===== config.mk =====
export PLATFORM = sky130hd
export DESIGN_NAME = clk_div_sched_flat
export DESIGN_NICKNAME = d
export VERILOG_FILES = /design/src/rtl/clk_div_sched_pkg.sv /design/src/rtl/clk_div_sched_if.sv /design/src/rtl/clk_div_sched_chan.sv /design/src/rtl/clk_div_sched.sv /design/src/flat_wrapper.sv
export SDC_FILE = /design/constraint.sdc
export NUM_CORES = 1
export LEC_CHECK = 0
export ABC_AREA = 1
export BUFFER_PORTS_ARGS = -buffer_cell sky130_fd_sc_hd__buf_4
export CAP_MARGIN = 20
export CELL_PAD_IN_SITES_DETAIL_PLACEMENT = 0
export CELL_PAD_IN_SITES_GLOBAL_PLACEMENT = 1
export CORE_UTILIZATION = 40
export DETAILED_ROUTE_END_ITERATION = 6
export HOLD_SLACK_MARGIN = 0.03
export PLACE_DENSITY = 0.86
export SLEW_MARGIN = 20
export SYNTH_ARGS = -nofsm -noshare
export SYNTH_HDL_FRONTEND = slang
export SYNTH_SLANG_ARGS = --single-unit

===== constraint.sdc =====
create_clock -name clk_in -period 2.35 [get_ports clk_in]
set_input_delay 0 -clock clk_in [delete_from_list [all_inputs] [get_ports clk_in]]
set_output_delay 0 -clock clk_in [all_outputs]
set_load 0.05 [all_outputs]

===== src/rtl/clk_div_sched_pkg.sv =====
// Shared types and defaults for the FIFO clock divider/scheduler.
// Top FSM encoding plus reset half-periods for the write/read clocks.
package clk_div_pkg;

    localparam int CNT_W_DEF = 8;
    localparam int WR_HP_DEF = 3;
    localparam int RD_HP_DEF = 2;

    typedef enum logic [1:0] {
        IDLE   = 2'd0,
        RUN    = 2'd1,
        UPDATE = 2'd2,
        DRAIN  = 2'd3
    } state_e;

endpackage


===== src/rtl/clk_div_sched_if.sv =====
// Control/config bundle between the config logic and the clock scheduler.
// The scheduler takes the slave side; the controller takes the master side.
interface clk_div_sched_if
    import clk_div_pkg::*;
#(
    parameter int CNT_W = CNT_W_DEF
);
    logic             run_en;
    logic             cfg_valid;
    logic             cfg_ready;
    logic [CNT_W-1:0] cfg_wr_hp;
    logic [CNT_W-1:0] cfg_rd_hp;
    logic             cfg_err;
    logic             w_clk;
    logic             r_clk;
    logic             w_clk_rise;
    logic             r_clk_rise;
    logic             busy;

    modport master (
        output run_en, cfg_valid, cfg_wr_hp, cfg_rd_hp,
        input  cfg_ready, cfg_err, w_clk, r_clk,
        input  w_clk_rise, r_clk_rise, busy
    );

    modport slave (
        input  run_en, cfg_valid, cfg_wr_hp, cfg_rd_hp,
        output cfg_ready, cfg_err, w_clk, r_clk,
        output w_clk_rise, r_clk_rise, busy
    );

endinterface


===== src/rtl/clk_div_sched_chan.sv =====
// One divided-clock channel: counter, half-period reg, pending slot,
// run flag and registered clock/rise outputs.
module clk_div_chan
    import clk_div_pkg::*;
#(
    parameter int CNT_W  = CNT_W_DEF,
    parameter int HP_RST = WR_HP_DEF
) (
    input  logic             clk_in,
    input  logic             reset_n,
    input  logic             go_i,
    input  logic             ld_i,
    input  logic [CNT_W-1:0] ld_hp_i,
    output logic             run_o,
    output logic             pend_o,
    output logic             lp_o,
    output logic             clk_o,
    output logic             rise_o
);

    logic [CNT_W-1:0] cnt_q, cnt_d;
    logic [CNT_W-1:0] hp_q, hp_d;
    logic [CNT_W-1:0] php_q, php_d;
    logic             pend_q, pend_d;
    logic             run_q, run_d;
    logic             clk_q, clk_d;
    logic             rise_q, rise_d;

    logic [CNT_W-1:0] hp_m1;
    logic             tog;
    logic             fall;
    logic             lp;

    assign hp_m1 = hp_q - 1'b1;
    assign tog   = run_q && (cnt_q == hp_m1);
    assign fall  = tog && clk_q;
    // Loads are only safe once the clock is (or is about to be) low.
    assign lp    = !run_q || fall;

    always_comb begin
        cnt_d  = cnt_q;
        hp_d   = hp_q;
        php_d  = php_q;
        pend_d = pend_q;
        run_d  = run_q;
        clk_d  = clk_q;
        if (run_q) begin
            if (tog) begin
                cnt_d = '0;
                clk_d = !clk_q;
            end else begin
                cnt_d = cnt_q + 1'b1;
            end
        end
        if (lp && pend_q) begin
            hp_d   = php_q;
            pend_d = 1'b0;
            cnt_d  = '0;
        end
        if (!go_i) begin
            if (run_q && (!clk_q || fall)) begin
                run_d = 1'b0;
                clk_d = 1'b0;
                cnt_d = '0;
            end
        end else if (!run_q) begin
            run_d = 1'b1;
            cnt_d = '0;
        end
        if (ld_i) begin
            pend_d = 1'b1;
            php_d  = ld_hp_i;
        end
        rise_d = clk_d && !clk_q;
    end

    always_ff @(posedge clk_in or negedge reset_n) begin
        if (!reset_n) begin
            cnt_q  <= '0;
            hp_q   <= CNT_W'(HP_RST);
            php_q  <= '0;
            pend_q <= 1'b0;
            run_q  <= 1'b0;
            clk_q  <= 1'b0;
            rise_q <= 1'b0;
        end else begin
            cnt_q  <= cnt_d;
            hp_q   <= hp_d;
            php_q  <= php_d;
            pend_q <= pend_d;
            run_q  <= run_d;
            clk_q  <= clk_d;
            rise_q <= rise_d;
        end
    end

    assign run_o  = run_q;
    assign pend_o = pend_q;
    assign lp_o   = lp;
    assign clk_o  = clk_q;
    assign rise_o = rise_q;

endmodule


===== src/rtl/clk_div_sched.sv =====
// Write/read FIFO clock scheduler: top FSM, config handshake and
// two divided-clock channels with glitch-free start/stop/reprogram.
module clk_div_sched
    import clk_div_pkg::*;
#(
    parameter int CNT_W     = CNT_W_DEF,
    parameter int WR_HP_RST = WR_HP_DEF,
    parameter int RD_HP_RST = RD_HP_DEF
) (
    input logic             clk_in,
    input logic             reset_n,
    clk_div_sched_if.slave  bus
);

    state_e state_q, state_d;
    logic   err_q, err_d;

    logic   xfer;
    logic   bad;
    logic   acc;
    logic   go;
    logic   done;

    logic   w_run, w_pend, w_lp;
    logic   r_run, r_pend, r_lp;

    assign xfer = bus.cfg_valid && (state_q != UPDATE);
    assign bad  = (bus.cfg_wr_hp == '0) || (bus.cfg_rd_hp == '0);
    assign acc  = xfer && !bad;
    // A transfer edge holds the run decision; run_en is re-evaluated next cycle.
    assign go   = xfer ? (state_q == RUN) : bus.run_en;
    assign done = (!w_pend || w_lp) && (!r_pend || r_lp);

    always_comb begin
        state_d = state_q;
        err_d   = xfer && bad;
        unique case (state_q)
            IDLE: begin
                if (acc)             state_d = UPDATE;
                else if (bus.run_en) state_d = RUN;
            end
            RUN: begin
                if (acc)              state_d = UPDATE;
                else if (!bus.run_en) state_d = DRAIN;
            end
            DRAIN: begin
                if (acc)                 state_d = UPDATE;
                else if (bus.run_en)     state_d = RUN;
                else if (!w_run && !r_run) state_d = IDLE;
            end
            UPDATE: begin
                if (done) begin
                    if (bus.run_en)        state_d = RUN;
                    else if (w_run || r_run) state_d = DRAIN;
                    else                   state_d = IDLE;
                end
            end
            default: state_d = IDLE;
        endcase
    end

    always_ff @(posedge clk_in or negedge reset_n) begin
        if (!reset_n) begin
            state_q <= IDLE;
            err_q   <= 1'b0;
        end else begin
            state_q <= state_d;
            err_q   <= err_d;
        end
    end

    clk_div_chan #(
        .CNT_W  (CNT_W),
        .HP_RST (WR_HP_RST)
    ) u_w (
        .clk_in  (clk_in),
        .reset_n (reset_n),
        .go_i    (go),
        .ld_i    (acc),
        .ld_hp_i (bus.cfg_wr_hp),
        .run_o   (w_run),
        .pend_o  (w_pend),
        .lp_o    (w_lp),
        .clk_o   (bus.w_clk),
        .rise_o  (bus.w_clk_rise)
    );

    clk_div_chan #(
        .CNT_W  (CNT_W),
        .HP_RST (RD_HP_RST)
    ) u_r (
        .clk_in  (clk_in),
        .reset_n (reset_n),
        .go_i    (go),
        .ld_i    (acc),
        .ld_hp_i (bus.cfg_rd_hp),
        .run_o   (r_run),
        .pend_o  (r_pend),
        .lp_o    (r_lp),
        .clk_o   (bus.r_clk),
        .rise_o  (bus.r_clk_rise)
    );

    assign bus.cfg_ready = (state_q != UPDATE);
    assign bus.cfg_err   = err_q;
    assign bus.busy      = (state_q != IDLE);

endmodule


===== src/flat_wrapper.sv =====
// flat-port wrapper written by rule: the top's interface ports become plain ports
module clk_div_sched_flat import clk_div_pkg::*;
#(
    parameter int CNT_W     = CNT_W_DEF,
    parameter int WR_HP_RST = WR_HP_DEF,
    parameter int RD_HP_RST = RD_HP_DEF
)
  (clk_in, reset_n, bus_run_en, bus_cfg_valid, bus_cfg_wr_hp, bus_cfg_rd_hp, bus_cfg_ready, bus_cfg_err, bus_w_clk, bus_r_clk, bus_w_clk_rise, bus_r_clk_rise, bus_busy);
  clk_div_sched_if #(.CNT_W(CNT_W)) bus_i ();
  input logic clk_in;
  input logic reset_n;
  input wire logic [$bits(bus_i.run_en)-1:0] bus_run_en;
  input wire logic [$bits(bus_i.cfg_valid)-1:0] bus_cfg_valid;
  input wire logic [$bits(bus_i.cfg_wr_hp)-1:0] bus_cfg_wr_hp;
  input wire logic [$bits(bus_i.cfg_rd_hp)-1:0] bus_cfg_rd_hp;
  output wire logic [$bits(bus_i.cfg_ready)-1:0] bus_cfg_ready;
  output wire logic [$bits(bus_i.cfg_err)-1:0] bus_cfg_err;
  output wire logic [$bits(bus_i.w_clk)-1:0] bus_w_clk;
  output wire logic [$bits(bus_i.r_clk)-1:0] bus_r_clk;
  output wire logic [$bits(bus_i.w_clk_rise)-1:0] bus_w_clk_rise;
  output wire logic [$bits(bus_i.r_clk_rise)-1:0] bus_r_clk_rise;
  output wire logic [$bits(bus_i.busy)-1:0] bus_busy;
  assign bus_i.run_en = bus_run_en;
  assign bus_i.cfg_valid = bus_cfg_valid;
  assign bus_i.cfg_wr_hp = bus_cfg_wr_hp;
  assign bus_i.cfg_rd_hp = bus_cfg_rd_hp;
  assign bus_cfg_ready = bus_i.cfg_ready;
  assign bus_cfg_err = bus_i.cfg_err;
  assign bus_w_clk = bus_i.w_clk;
  assign bus_r_clk = bus_i.r_clk;
  assign bus_w_clk_rise = bus_i.w_clk_rise;
  assign bus_r_clk_rise = bus_i.r_clk_rise;
  assign bus_busy = bus_i.busy;
  clk_div_sched #(.CNT_W(CNT_W), .WR_HP_RST(WR_HP_RST), .RD_HP_RST(RD_HP_RST)) u_core (.clk_in(clk_in), .reset_n(reset_n), .bus(bus_i));
endmodule

# == Word-level counts from Yosys, hierarchy flattened ==
# Index checks and enable logic that the tools add are counted.
# classes
addsub,4
n_eq_ne,10
n_mux,40
reduce_logical,39
# ops
cell,n
$mux W8,12
$mux W2,10
$mux W1,17
$add A8 B1 Y8 const B,2
$eq A8 B8 Y1,2
$logic_not A8 Y1,2
$sub A8 B1 Y8 const B,2
$logic_and A1 B1 Y1,15
$reduce_bool A2 Y1,5
$logic_or A1 B1 Y1,8
$pmux W2 S4,1
$logic_not A1 Y1,7
$ne A3 B2 Y1 const B,2
$eq A2 B2 Y1 const B,2
$ne A4 B2 Y1 const B,1
$reduce_and A4 Y1,1
$eq A2 B1 Y1 const B,1
$logic_not A2 Y1,1
$ne A2 B1 Y1 const B,1
$ne A2 B2 Y1 const B,1
# totals
regBits,59
input_bits,20
output_inout_bits,7
elab_cells,109

# == Logic depth before layout (Yosys ltp) ==
# depth
word_depth,9
depth_mapped,21
ltp_nobuf,21

# == Modules after synthesis ==
# Synthesis repeated with hierarchy kept, for this count alone.
# unflattened
cells_unflattened,439
hier_area_um2,3453.3
# by_module_without_submodules
mod,n_inst,cells_each,area_per_inst_um2,seq_area_each_um2
clk_div_chan at u_core.u_w,1,189,1560.2,703.2
clk_div_chan at u_core.u_r,1,183,1497.7,701.9
clk_div_sched,1,67,395.4,75.1

# == Least setup slack after synthesis ==
# Ideal clock, no wire load.
# synth_timing
kind,reg2reg
from,register u_core.u_w.hp_q[0]
to,register u_core.u_w.cnt_q[7]
setup_ns,0.072
arrival_ns,2.386
required_time_ns,2.278
setup_slack_ns,-0.108
path_stages_with_launch,22
n_path_buf,0
period_less_slack_ns,2.458
cell_sequence,dfstp_2 > inv_1 > ha_1 > inv_1 > nand2_1 > nand2_1 > nand2_1 > nand2_1 > nor2_1 > nand3_1 > nor2_1 > nand2_1 > inv_1 > ha_1 > or2_1 > nand2_2 > inv_2 > a21oi_2 > o21ai_1 > inv_2 > nand2_2 > nor2_1
# synth_between
elab_chain_len,9
word_cells_on_any_way,14
classes_between,add/sub: 1; eq/ne: 1; mux: 6; reduce/logical: 6
# synth_lines
item,line_no,source
from (decl),clk_div_sched_chan.sv:22,"logic [CNT_W-1:0] hp_q, hp_d;"
from (signal assigned),clk_div_sched_chan.sv:80,hp_q <= CNT_W'(HP_RST);
from (signal assigned),clk_div_sched_chan.sv:88,hp_q <= hp_d;
$sub A8 B1 Y8 (*),clk_div_sched_chan.sv:34,assign hp_m1 = hp_q - 1'b1;
$eq A8 B8 Y1 (*),clk_div_sched_chan.sv:35,assign tog = run_q && (cnt_q == hp_m1);
$logic_and A1 B1 Y1 (*),clk_div_sched_chan.sv:35,
$logic_and A1 B1 Y1,clk_div_sched_chan.sv:36,assign fall = tog && clk_q;
$logic_or A1 B1 Y1,clk_div_sched_chan.sv:38,assign lp = !run_q || fall;
$logic_and A1 B1 Y1,clk_div_sched_chan.sv:55,if (lp && pend_q) begin
$mux W8,clk_div_sched_chan.sv:55,
$mux W8 (on tied branches),"clk_div_sched_chan.sv:61, clk_div_sched_chan.sv:66",
$mux W8 (*),clk_div_sched_chan.sv:60,if (!go_i) begin
named net u_core.u_w.cnt_d[7],clk_div_sched_chan.sv:21,"logic [CNT_W-1:0] cnt_q, cnt_d;"
to (signal assigned),clk_div_sched_chan.sv:87,cnt_q <= cnt_d;
to (decl),clk_div_sched_chan.sv:21,
# Mark *: on every way through the listed nets, which the timed path passes. The rest lies on a longest branch.
# A chain may end at the register's enable or synchronous reset.

# == Final worst setup path ==
# layout_timing
from,register u_core.u_w.hp_q[1]
to,register u_core.u_w.cnt_q[4]
# Same word-level chain as after synthesis.

==> out/qor.csv <==
metric;value;unit
cts_htree_levels;3;
wirelength;7.715;mm
dieWidth;92.58;um
place_hpwl;5.207;mm
clkTransAtPathRegs;80;ps
grt_remaining_overflow;0;
grt_first_pass_wirelength;13.21;mm
holdPathEnd;u_core.bus.cfg_err$_DFF_PN0_;
core;7848;sq um
clk_latency;340;ps
top_layer;met4;
grt_pass1_vias;2846;
gp_congestion;0.7772;
ant_nets;0;
clock_sinks;59;
cp_max_fo;6;
critPathSlowestCell;dfstp_2;
rrSetupSlack;-120;ps
synth_area_per_cell;7.632;sq um
ys_types;37;
setup_ws;-123.0;ps
dp_cells;576;
io_pins;27;
diodes;0;
hold_start;bus_cfg_valid;
hold_violations;0;
rsz0062_at_grt;true;
startpoint_type;flip-flop;
async_flop_share;100.0;%
vias;2961;
stdcell_area;4463;sq um
synthFlopType;dfrtp_1;
period_share;105.2;%
place_area;3770;sq um
min_period;2473;ps
synth-edff-count;0;
violations;negative setup slack;
portBuffers;26;
status;finished, violations left;
cpPeakStageDelay;550;ps
fin_cells;622;
max_freq;404.4;MHz
finalNetCount;543;
slew_viol_final;0;
track_usage;19.72;%
synth_nets;458;
dr_wl_met3;242;um
final-setup-viol-count;20;
path_cells;inv_2 -> ha_4 -> nand2_1 -> inv_1 -> nor2_1 -> nand3_1 -> nor2_1 -> nand3_1 -> nor2_1 -> nand2_2 -> inv_2 -> ha_4 -> or2_4 -> nand2_4 -> inv_4 -> a21oi_4 -> o21ai_2 -> inv_2 -> nand2_4 -> nor2_1;
syn_inst;430;
cts_buffers;9;
crit_family;simple AND/OR/NAND/NOR gates;
antenna_found_initial;0;
die-area;8571;sq um
synthesis.area;3282;sq um
endpoint_kind;flip-flop;
dr.pass1.iters;4;
worst_path_most_repeated_cell;nor2_1;
relSlewSlack;50.66;%
area_delta_synth_final;35.99;%
p_per_area;1296;nW/um^2
setup_tns;-1420;ps
synth_seq_cells;59;
drive_gt1_share;29.62;%
first_iter_violations;150;
via_per_inst;4.760;
critPathLaunch;u_core.u_w.hp_q[1]$_DFFE_PN1P_;
met1_length;3.738;mm
max_cap_violations;0;
yosysSeqAreaShare;45.10;%
hold_class;in -> reg;
ir_worst_vdd;0.7379;mV
crit_type;reg -> reg;
reg2reg_to;u_core.u_w.cnt_q[4]$_DFF_PN0_;
finClkSkew;9.574;ps
crit_arrival;2740;ps
ys_warn_count;0;
clockBufferDepth;2;
detail_route.wl_per_cell;12.40;um
cp_num_buf_inv;5;
worst_pin_slew;740.2;ps
required;2610;ps
r2r_start;u_core.u_w.hp_q[1]$_DFFE_PN1P_;
preCtsSetupSlack;-187.7;ps
power.leakage;2.164;nW
grt_max_degree;60;
die_h;92.58;um
route.met2.wl;3.622;mm
hold_depth;4;
drcViolationCount;0;
cts_tree;yes;
initial_core_util;41.82;%
root_buffer;clkbuf_8;
rows;32;
r2r_cells;20;
## stage by stage
stage                     hold WS [ps]  util (%)  power [W]
after floorplan                 -295.6         -   0.003465
after detailed placement         122.7     48.04   0.004248
after global placement           109.9     48.04   0.004206
after CTS                        32.55     54.72   0.005458
final                            42.44     56.87   0.005786
after global routing             32.76     56.87   0.006268
## routing by layer
| layer | vias up | global-route usage (%) |
|---|---|---|
| met5 | - | 0 |
| met2 | 57 | 31.54 |
| met4 | 0 | 7.292 |
| met3 | 11 | 3.941 |
| met1 | 1367 | 26.38 |
| li1 | 1526 | - |
## tightest hold or removal path, delay by kind of cell
family,cells,cell delay [ps]
compound gates,1,120
buf+inv,2,160
simple gates,1,50
## kinds of logic (layout without fill, tap and decap cells)
kind of cell,Yosys count,in the layout,share of synthesized area (%)
AND/OR/NAND/NOR,213,213,28.02
buffers and inverters,74,164,8.921
AO/OA/AOI/OAI,59,59,10.37
flip-flops,59,59,45.10
XOR/XNOR,17,17,4.537
adder cells (fa/ha/maj),8,8,3.050
## where the power goes
| group | total [W] | switching, W | internal, W |
|---|---|---|---|
| logic | 0.00318 | 0.00186 | 0.00132 |
| clock network | 0.000921 | 0.000429 | 0.000491 |
| registers | 0.00168 | 0.000294 | 0.00139 |
## sequential cells by signal, summed over array words and instances, names as in the netlist
name and flops:
u_core.u_r.pend_o 1, u_core.u_r.cnt_q 8, u_core.bus.cfg_err 1, u_core.u_w.rise_o 1, u_core.u_r.hp_q 8, u_core.u_r.clk_o 1
u_core.u_w.hp_q 8, u_core.u_w.run_o 1, u_core.u_w.php_q 8, u_core.u_w.clk_o 1, u_core.u_r.rise_o 1, u_core.u_w.cnt_q 8
u_core.u_r.php_q 8, u_core.u_r.run_o 1, u_core.u_w.pend_o 1, u_core.state_q 2
## how the worst max path moves through the flow
stage,end,slack [ps],depth (start not counted)
2_1_floorplan,u_core.u_w.cnt_q[2]$_DFF_PN0_,-6,20
3_3_place_gp,u_core.u_r.cnt_q[6]$_DFF_PN0_,-140,18
3_5_place_dp,u_core.u_w.cnt_q[2]$_DFF_PN0_,-190,18
4_1_cts,u_core.u_r.cnt_q[6]$_DFF_PN0_,-110,18
5_1_grt,u_core.u_r.cnt_q[7]$_DFF_PN0_,-240,19
6_report,u_core.u_w.cnt_q[4]$_DFF_PN0_,-120,20
## synth_stat cells, types with 2 or more instances
library cell | instances | area share, %
o22ai_1 | 2 | 0.38
o21ai_0 | 41 | 6.3
dfrtp_1 | 56 | 43
nor4_1 | 2 | 0.38
a211oi_1 | 2 | 0.46
nand3_1 | 29 | 4.4
nand2_2 | 3 | 0.57
nand2_1 | 110 | 13
ha_1 | 8 | 3.1
xnor2_1 | 4 | 1.1
buf_2 | 3 | 0.46
xor2_1 | 13 | 3.5
inv_2 | 6 | 0.69
nor2_1 | 52 | 5.9
a21oi_1 | 7 | 1.1
clkbuf_1 | 3 | 0.34
inv_1 | 60 | 6.9
nand4_1 | 4 | 0.76
dfstp_2 | 3 | 2.4
nor2_4 | 2 | 0.69
nor3_1 | 4 | 0.61
## placed cells by master, fill, tap and decap left out, drive strengths merged, types with 8 or more instances in the layout
cell type / instances
nor2: 55
dlygate4sd3: 18
a21oi: 8
ha: 8
xor2: 13
buf: 64
nand3: 29
o21ai: 43
inv: 67
dfrtp: 56
clkbuf: 10
nand2: 114
## final cells by class
cell class / count / area [sq um]
clock inverter: 6 / 66.31
clock buffer: 10 / 127.6
sequential: 59 / 1480
tap: 102 / 127.6
fill: 736 / 3385
timing repair buffer: 82 / 690.7
multi-input combinational: 297 / 1718
inverter: 66 / 252.7
## repair_timing
action | 4_1_cts | 5_1_grt
resized for setup | 31 | 48
pin swaps | 21 | 14
hold buffers | 18 | 0
endpoints found under the setup margin | 26 | 40
buffers inserted | 6 | 8
endpoints found under the hold margin | 74 | 0
Power figures use the tool's default switching activity.
